`src/rtl/dffq_chain_bist_pkg.sv`:
```
// Shared definitions for the dffq chain BIST: FSM states and LFSR constants.
// The tap mask selects bits 0,2,3,5 for x^16+x^14+x^13+x^11+1 in a right-shifting Fibonacci LFSR.
package dffq_chain_bist_pkg;

   typedef enum logic [1:0] {
      ST_IDLE  = 2'd0,
      ST_FILL  = 2'd1,
      ST_CHECK = 2'd2,
      ST_DONE  = 2'd3
   } bist_state_e;

   localparam logic [15:0] LFSR_SEED = 16'hACE1;
   localparam logic [15:0] LFSR_TAPS = 16'h002D;

endpackage

```
`src/rtl/dffq_bist_lfsr.sv`:
```
// 16-bit Fibonacci LFSR pattern source; LOAD reloads the seed, EN advances one step.
module dffq_bist_lfsr
   import dffq_chain_bist_pkg::*;
(
   input  logic        CLK,
   input  logic        RST,
   input  logic        LOAD,
   input  logic        EN,
   output logic [15:0] STATE
);

   logic [15:0] state_q;
   logic [15:0] state_d;
   logic        feedback;

   always_comb begin
      feedback = ^(state_q & LFSR_TAPS);
      state_d  = state_q;
      if (LOAD) begin
         state_d = LFSR_SEED;
      end else if (EN) begin
         state_d = {feedback, state_q[15:1]};
      end
   end

   always_ff @(posedge CLK) begin
      if (RST) begin
         state_q <= LFSR_SEED;
      end else begin
         state_q <= state_d;
      end
   end

   assign STATE = state_q;

endmodule

```
`src/rtl/dffq_chain_bist.sv`:
```
// BIST controller for an external chain of DEPTH flops: drives LFSR data in, waits for the
// chain to fill, then compares the chain output against an internal reference delay line.
module dffq_chain_bist
   import dffq_chain_bist_pkg::*;
#(
   parameter int DEPTH = 8,
   parameter int ERR_W = 16
) (
   input  logic             CLK,
   input  logic             RST,
   input  logic             START,
   input  logic [15:0]      PATTERN_LEN,
   output logic             CHAIN_D,
   input  logic             CHAIN_Q,
   output logic             BUSY,
   output logic             DONE,
   output logic             PASS,
   output logic [ERR_W-1:0] ERR_CNT
);

   localparam logic [ERR_W-1:0] ERR_MAX = {ERR_W{1'b1}};

   bist_state_e      state_q, state_d;
   logic [15:0]      len_q, len_d;
   logic [6:0]       fill_q, fill_d;
   logic [15:0]      chk_q, chk_d;
   logic [ERR_W-1:0] err_q, err_d;
   logic [DEPTH-1:0] dly_q;
   logic [15:0]      lfsr_state;
   logic             accept;
   logic             running;
   logic             mismatch;
   logic             chain_d_int;
   logic             unused_lfsr_hi;

   assign accept   = ((state_q == ST_IDLE) || (state_q == ST_DONE)) && START;
   assign running  = (state_q == ST_FILL) || (state_q == ST_CHECK);
   assign mismatch = CHAIN_Q != dly_q[DEPTH-1];

   dffq_bist_lfsr u_lfsr (
      .CLK   (CLK),
      .RST   (RST),
      .LOAD  (accept),
      .EN    (running),
      .STATE (lfsr_state)
   );

   assign unused_lfsr_hi = ^lfsr_state[15:1];

   always_ff @(posedge CLK) begin
      if (RST) begin
         state_q <= ST_IDLE;
         len_q   <= '0;
         fill_q  <= '0;
         chk_q   <= '0;
         err_q   <= '0;
      end else begin
         state_q <= state_d;
         len_q   <= len_d;
         fill_q  <= fill_d;
         chk_q   <= chk_d;
         err_q   <= err_d;
      end
   end

   always_comb begin
      state_d = state_q;
      case (state_q)
         ST_IDLE, ST_DONE: begin
            if (START) state_d = ST_FILL;
         end
         ST_FILL: begin
            if (fill_q == 7'(DEPTH - 1)) begin
               state_d = (len_q == 16'd0) ? ST_DONE : ST_CHECK;
            end
         end
         ST_CHECK: begin
            if (chk_q == len_q - 16'd1) state_d = ST_DONE;
         end
         default: state_d = ST_IDLE;
      endcase
   end

   // Counters and error accumulation; the error count saturates instead of wrapping.
   always_comb begin
      len_d  = len_q;
      fill_d = fill_q;
      chk_d  = chk_q;
      err_d  = err_q;
      if (accept) begin
         len_d  = PATTERN_LEN;
         fill_d = '0;
         chk_d  = '0;
         err_d  = '0;
      end else if (state_q == ST_FILL) begin
         fill_d = fill_q + 7'd1;
      end else if (state_q == ST_CHECK) begin
         chk_d = chk_q + 16'd1;
         if (mismatch && (err_q != ERR_MAX)) err_d = err_q + ERR_W'(1);
      end
   end

   always_comb begin
      BUSY        = running;
      DONE        = (state_q == ST_DONE);
      PASS        = (state_q == ST_DONE) && (err_q == '0);
      chain_d_int = running ? lfsr_state[0] : 1'b0;
   end

   assign CHAIN_D = chain_d_int;
   assign ERR_CNT = err_q;

   // Reference delay line: stage DEPTH-1 holds the bit driven DEPTH cycles ago, matching CHAIN_Q.
   always_ff @(posedge CLK) begin
      if (RST) dly_q[0] <= 1'b0;
      else     dly_q[0] <= chain_d_int;
   end

   for (genvar gi = 1; gi < DEPTH; gi++) begin : g_dly
      always_ff @(posedge CLK) begin
         if (RST) dly_q[gi] <= 1'b0;
         else     dly_q[gi] <= dly_q[gi-1];
      end
   end

endmodule

```
`config.mk`:
```
export PLATFORM = sky130hd
export DESIGN_NAME = dffq_chain_bist
export DESIGN_NICKNAME = d
export VERILOG_FILES = /design/src/rtl/dffq_chain_bist_pkg.sv /design/src/rtl/dffq_bist_lfsr.sv /design/src/rtl/dffq_chain_bist.sv
export SDC_FILE = /design/constraint.sdc
export NUM_CORES = 1
export LEC_CHECK = 0
export CAP_MARGIN = 10
export CORE_ASPECT_RATIO = 1.4
export CORE_MARGIN = 3
export CORE_UTILIZATION = 57
export CTS_BUF_LIST = sky130_fd_sc_hd__clkbuf_16
export DETAILED_ROUTE_END_ITERATION = 10
export PLACE_DENSITY = 0.8
export SLEW_MARGIN = 40
export SYNTH_ARGS = -nofsm -noshare
export SYNTH_HDL_FRONTEND = slang
export SYNTH_SLANG_ARGS = --single-unit
```
`constraint.sdc`:
```
create_clock -name CLK -period 3.7 [get_ports CLK]
set_input_delay 0.74 -clock CLK [delete_from_list [all_inputs] [get_ports CLK]]
set_output_delay 0.74 -clock CLK [all_outputs]
set_load 0.05 [all_outputs]
```
==> results.yml, run 1 <==
run_status:
  status: "completed"
yosys:
  synth_seq_cells: 81
  synth_area_um2: 3900
  syn_avg_cell_area_um2: 8.54
  synthArstFlopShare_pct: 0
  synth-seq-area-share_pct: 41.5
  syn_inst: 457
  synth_edf_count: 0
  synth_ff_type: "dfxtp_1"
  syn_nets: 486
  yosysWarningCount: 0
  yosysUniqueCellTypes: 47
floorplan:
  core_area_um2: 6610
  die_h_um: 104
  io_pins: 40
  num_rows: 35
  die-area_um2: 7890
  dieWidth_um: 76.0
  initial_utilization_pct: 59.1
sta:
  setup_tns_ps: 0
  timing.final.crit_share_pct: 83.4
  maxSlewHeadroom_pct: 57.1
  max_freq_mhz: 324
  setup_viol: 0
  drv_slew: 0
  whs_ps: 444
  finalClockSkew_ps: 6.52
  fin_crit_ps: 3090
  hold_viol: 0
  worstMarginPinSlew_ps: 641
  rsz0062_at_grt: "no"
power_and_ir_drop:
  p_total_mw: 3.22
  vdd_drop_max_uv: 533
  power.density_nw_per_um2: 695
  p_leak_nw: 1.74
setup_path:
  critPathKind: "flop to primary output"
  path_max_fanout: 12
  cp_slowest_cell: "clkdlybuf4s50_1"
  cp_top_family: "buffers and inverters"
  cp.arrival_ps: 2350
  cp_cell_sequence: "inv_1 -> ha_1 -> nor2b_1 -> clkdlybuf4s50_1"
  crit_required_ps: 2960
  critPathBufInv: 2
  slowest_delay_ps: 820
  cp-start-kind: "flop"
  end_kind: "primary output"
global_route:
  grt_pass1_wl_um: 14100
  track_usage_pct: 21.9
  grt_max_degree: 47
  gr-total-overflow: 0
  grt_pass1_vias: 3087
  antenna_found_initial: 0
finish:
  utilization_pct: 70.1
  layout.nets: 516
  fill_cells: 528
  layout_commonest_cell: "dfxtp_1"
  antenna_cells: 0
  fin_area_um2: 4640
  drive_gt1_share_pct: 4.67
  syn_to_final_growth_pct: 18.8
  layout_common_cells: "dfxtp_1, nor2_1, nand2_1"
routing:
  num_vias: 3198
  first_pass_iters: 4
  drcViolationCount: 0
  vias_per_cell: 5.48
  detail_route.wirelength_um: 8250
  wl_per_cell_um: 14.1
  drt.antenna.violating_nets: 0
  drtIter0Drc: 168
run:
  drv_cap: 0
clock_tree:
  cts_tree: "done"
  cts_setup_buffers: 0
  cts_hold_buf: 0
  cts-root-buf: "clkbuf_16"
  cts.repair.resized: 0
  htreeDepth: 3
  clk_latency_ps: 330
  numCtsBuffers: 9
  clk_pin_slew_worst_paths_ps: 60
  clock_path_buffers: 2
  cts.sinks: 81
placement:
  dpl.hpwl_um: 6000
  place_area_um2: 4290
  gp_congestion: 0.858
  port_buffers: 39
min_path:
  min_path_type: "flop to flop"
## per-stage QoR
step	setup WS (ps)	instances
detailed placement	743	568
global route	468	584
floorplan	988	457
global placement	809	568
finish	614	584
CTS	582	584
## cell families after synthesis
group / Yosys count / share of synthesized area (%)
xor+xnor: 49 / 11.0
simple gates: 209 / 26.4
fa+ha+maj: 9 / 2.88
compound gates: 58 / 9.07
buf+inv: 33 / 4.52
flops: 81 / 41.5
mux: 18 / 4.61
## cells in the mapped netlist, drive strengths merged, types with 11 or more instances
cell | count | area [µm²]
a21oi | 26 | 130
o21ai | 12 | 60.1
dfxtp | 81 | 1620
nand2 | 58 | 218
xnor2 | 23 | 201
mux2i | 18 | 180
xor2 | 26 | 228
nor2 | 58 | 218
nand4 | 12 | 75.1
clkbuf | 12 | 55.1
nor2b | 11 | 68.8
buf | 11 | 83.8
## registers in the layout (all words and copies together), names as in the netlist
name          count
ERR_CNT          16
chk_q            16
dly_q             8
fill_q            7
len_q            16
state_q           2
u_lfsr.STATE     16
## metal layers
| metal | vias to the layer above | track usage, % | part of all wire, % |
|---|---|---|---|
| met5 | - | 0 | 0 |
| met4 | 0 | 10.2 | 2.3 |
| met3 | 17 | 4.68 | 2.7 |
| met2 | 54 | 40.9 | 55 |
| met1 | 1488 | 23.1 | 40 |
| li1 | 1639 | - | - |
## area by class of cell
class	instances	area (µm²)	share of cell area, %
clock inverters	7	119	2.56
well taps	92	115	2.48
clock buffers	9	225	4.86
flip-flops and latches	81	1620	35.0
multi-input cells	343	2110	45.4
inverters	10	37.5	0.809
repair buffers	42	413	8.90
## where the power goes
group / total (mW) / switching (mW) / internal [mW]
clock: 1.00 / 0.345 / 0.658
combinational: 1.10 / 0.637 / 0.460
sequential: 1.12 / 0.125 / 0.997
total: 3.22 / 1.11 / 2.12
## path summary, 6_finish.rpt
check | slack [ps] | cells past startpoint | from | end
max reg2reg | 780 | 9 | len_q[0] | state_q[1]
min | 440 | 1 | dly_q[0] | dly_q[1]
min reg2reg | 440 | 1 | dly_q[0] | dly_q[1]
max | 610 | 4 | state_q[0] | CHAIN_D
Power figures use the tool's default switching activity.
==> run 2: changes to the inputs <==
--- a/config.mk
+++ b/config.mk
@@ -8,10 +8,10 @@
 export CAP_MARGIN = 10
 export CORE_ASPECT_RATIO = 1.4
 export CORE_MARGIN = 3
-export CORE_UTILIZATION = 57
+export CORE_UTILIZATION = 51
 export CTS_BUF_LIST = sky130_fd_sc_hd__clkbuf_16
 export DETAILED_ROUTE_END_ITERATION = 10
-export PLACE_DENSITY = 0.8
+export PLACE_DENSITY = 0.76
 export SLEW_MARGIN = 40
 export SYNTH_ARGS = -nofsm -noshare
 export SYNTH_HDL_FRONTEND = slang
==> constraint.sdc (replaced) <==
create_clock -name CLK -period 2.6 [get_ports CLK]
set_input_delay 0.52 -clock CLK [delete_from_list [all_inputs] [get_ports CLK]]
set_output_delay 0.52 -clock CLK [all_outputs]
set_load 0.05 [all_outputs]
==> run 2 against run 1 <==
  * Worst hold slack barely moved
  * Non-clock buffer count increased by 15
  * Worst setup slack got worse by 500 ps
  * Cell area rose by 2.7%
  * Clock skew increased by 3.1 ps
  * Total power rose by 44%
  * Via count rose by 3.0%
  * Register-to-register slack worse by 670 ps
  * Critical path type is now flop to flop
  * Highest routed layer unchanged
==> results.yml, run 2 (synthesis gave the netlist of run 1 again) <==
run_status:
  status: "completed"
routing:
  drt.antenna.violating_nets: 0
  num_vias: 3293
  drcViolationCount: 0
  first_pass_iters: 4
  detail_route.wirelength_um: 8770
  wl_per_cell_um: 14.5
  vias_per_cell: 5.45
  drtIter0Drc: 105
power_and_ir_drop:
  p_leak_nw: 1.80
  power_frac_seq_pct: 33.8
  swShare_pct: 36.1
  comb_power_share_pct: 38.8
  p_clk_share_pct: 27.4
  vdd_drop_max_uv: 802
  internal_power_mw: 2.97
  switchingPower_mw: 1.68
  power.density_nw_per_um2: 975
clock_tree:
  numCtsBuffers: 9
  cts_tree: "done"
  htreeDepth: 3
  clock_path_buffers: 2
  clk_pin_slew_worst_paths_ps: 60
  clk_latency_ps: 330
  cts-root-buf: "clkbuf_16"
  cts.sinks: 81
setup_path:
  cp.arrival_ps: 2720
  rrSetupSlack_ps: 110
  worstReg2RegStart: "len_q[5]"
  reg2reg_depth: 7
  cp_slowest_cell: "or4_1"
  end_kind: "flop"
  slowest_delay_ps: 550
  crit_required_ps: 2830
  worstReg2RegEnd: "state_q[0]"
  critPathKind: "flop to flop"
  crit_end: "state_q[0]"
  startpoint: "len_q[5]"
  cp_cell_sequence: "or4_1 -> or4_4 -> a21oi_2 -> nor3_1 -> o2111a_2 -> or2_4 -> a311oi_2"
  path_max_fanout: 6
  cp-start-kind: "flop"
floorplan:
  die_h_um: 110
  initial_utilization_pct: 52.7
  num_rows: 37
  io_pins: 40
  die-area_um2: 8760
  dieWidth_um: 80.0
  core_area_um2: 7410
sta:
  timing.final.crit_share_pct: 95.7
  fin_crit_ps: 2490
  drv_slew: 0
  setup_tns_ps: 0
  max_freq_mhz: 402
  maxSlewHeadroom_pct: 58.1
  whs_ps: 444
  setup_viol: 0
  rsz0062_at_grt: "no"
  worstMarginPinSlew_ps: 619
  finalClockSkew_ps: 9.65
  hold_viol: 0
finish:
  syn_to_final_growth_pct: 22.0
  layout_common_cells: "dfxtp_1, nor2_1, nand2_1"
  layout_commonest_cell: "dfxtp_1"
  antenna_cells: 0
  stdcell_count: 604
  layout.nets: 531
  drive_gt1_share_pct: 10.3
global_route:
  grt_max_degree: 24
  grt_pass1_wl_um: 14300
  track_usage_pct: 20.7
  gr-total-overflow: 0
  grt_pass1_vias: 3061
  antenna_found_initial: 0
min_path:
  holdPathStages: 1
  min_path_type: "flop to flop"
placement:
  post-place-cells: 588
  dpl.hpwl_um: 6490
  gp_congestion: 0.884
  port_buffers: 39
run:
  drv_cap: 0
[run 2: changes by cell type in the layout (fill, tap and decap cells not counted), sizes merged]
cell / delta
buf: +18
bufinv: -2
inv: +2
clkinvlp: +2
clkinv: -2
clkdlybuf4s50: -3
[run 2: area by class of cell]
| cell class | instances | area (µm²) |
|---|---|---|
| clock inverter | 7 | 77.6 |
| clock buffer | 9 | 225 |
| timing repair buffer | 57 | 531 |
| multi-input combinational | 343 | 2150 |
| fill | 648 | 2640 |
| tap | 97 | 121 |
| sequential | 81 | 1620 |
| inverter | 10 | 37.5 |
[run 2: power by group through the flow]
| stage | clock [mW] | combinational (mW) | sequential (mW) |
|---|---|---|---|
| 4_1_cts | 1.29 | 1.75 | 1.57 |
| 5_1_grt | 1.35 | 1.99 | 1.59 |
| 3_5_place_dp | 0 | 1.73 | 1.59 |
| 3_3_place_gp | 0 | 1.69 | 1.58 |
| 2_1_floorplan | 0 | 1.32 | 1.55 |
| 6_report | 1.27 | 1.80 | 1.57 |
[run 2: worst min-delay path by stage]
stage | start | end
2_1_floorplan | dly_q[0] | dly_q[1]
3_3_place_gp | dly_q[0] | dly_q[1]
3_5_place_dp | dly_q[0] | dly_q[1]
4_1_cts | dly_q[0] | dly_q[1]
5_1_grt | dly_q[0] | dly_q[1]
6_report | dly_q[0] | dly_q[1]
[run 2: per-stage QoR]
| stage | power, mW | utilization, % | setup WS (ps) | area (µm²) |
|---|---|---|---|---|
| 4_1_cts | 4.61 | 63.9 | 25.3 | 4730 |
| 3_3_place_gp | 3.27 | 59.8 | 153 | 4430 |
| 6_report | 4.65 | 64.3 | 112 | 4760 |
| 5_1_grt | 4.92 | 64.3 | 18.0 | 4760 |
| 2_1_floorplan | 2.87 | - | 13.6 | 3920 |
| 3_5_place_dp | 3.33 | 59.8 | 51.8 | 4430 |
[run 2: per-layer routing]
metal	routed length, µm	global-route usage, %
met2	4890	39.8
met3	224	4.18
met4	195	7.73
met5	0	0
met1	3460	21.8
[run 2: critical path: cells and delay by family, from the launching register on]
family	cells	cell delay [ps]
AND/OR/NAND/NOR	4	1340
AO/OA/AOI/OAI	3	650
flip-flops	1	380
[run 2: repair_timing]
action / 4_1_cts / 5_1_grt
endpoints found under the setup margin: 0 / 2
gates resized for setup: 0 / 9
buffers inserted: 0 / 0
hold buffers: 0 / 0
==> run 3: changes to the inputs <==
--- a/config.mk
+++ b/config.mk
@@ -5,7 +5,6 @@
 export SDC_FILE = /design/constraint.sdc
 export NUM_CORES = 1
 export LEC_CHECK = 0
-export CAP_MARGIN = 10
 export CORE_ASPECT_RATIO = 1.4
 export CORE_MARGIN = 3
 export CORE_UTILIZATION = 51
==> results of run 3 <==
No change in the layout: final DEF, timing and power equal those of run 2.
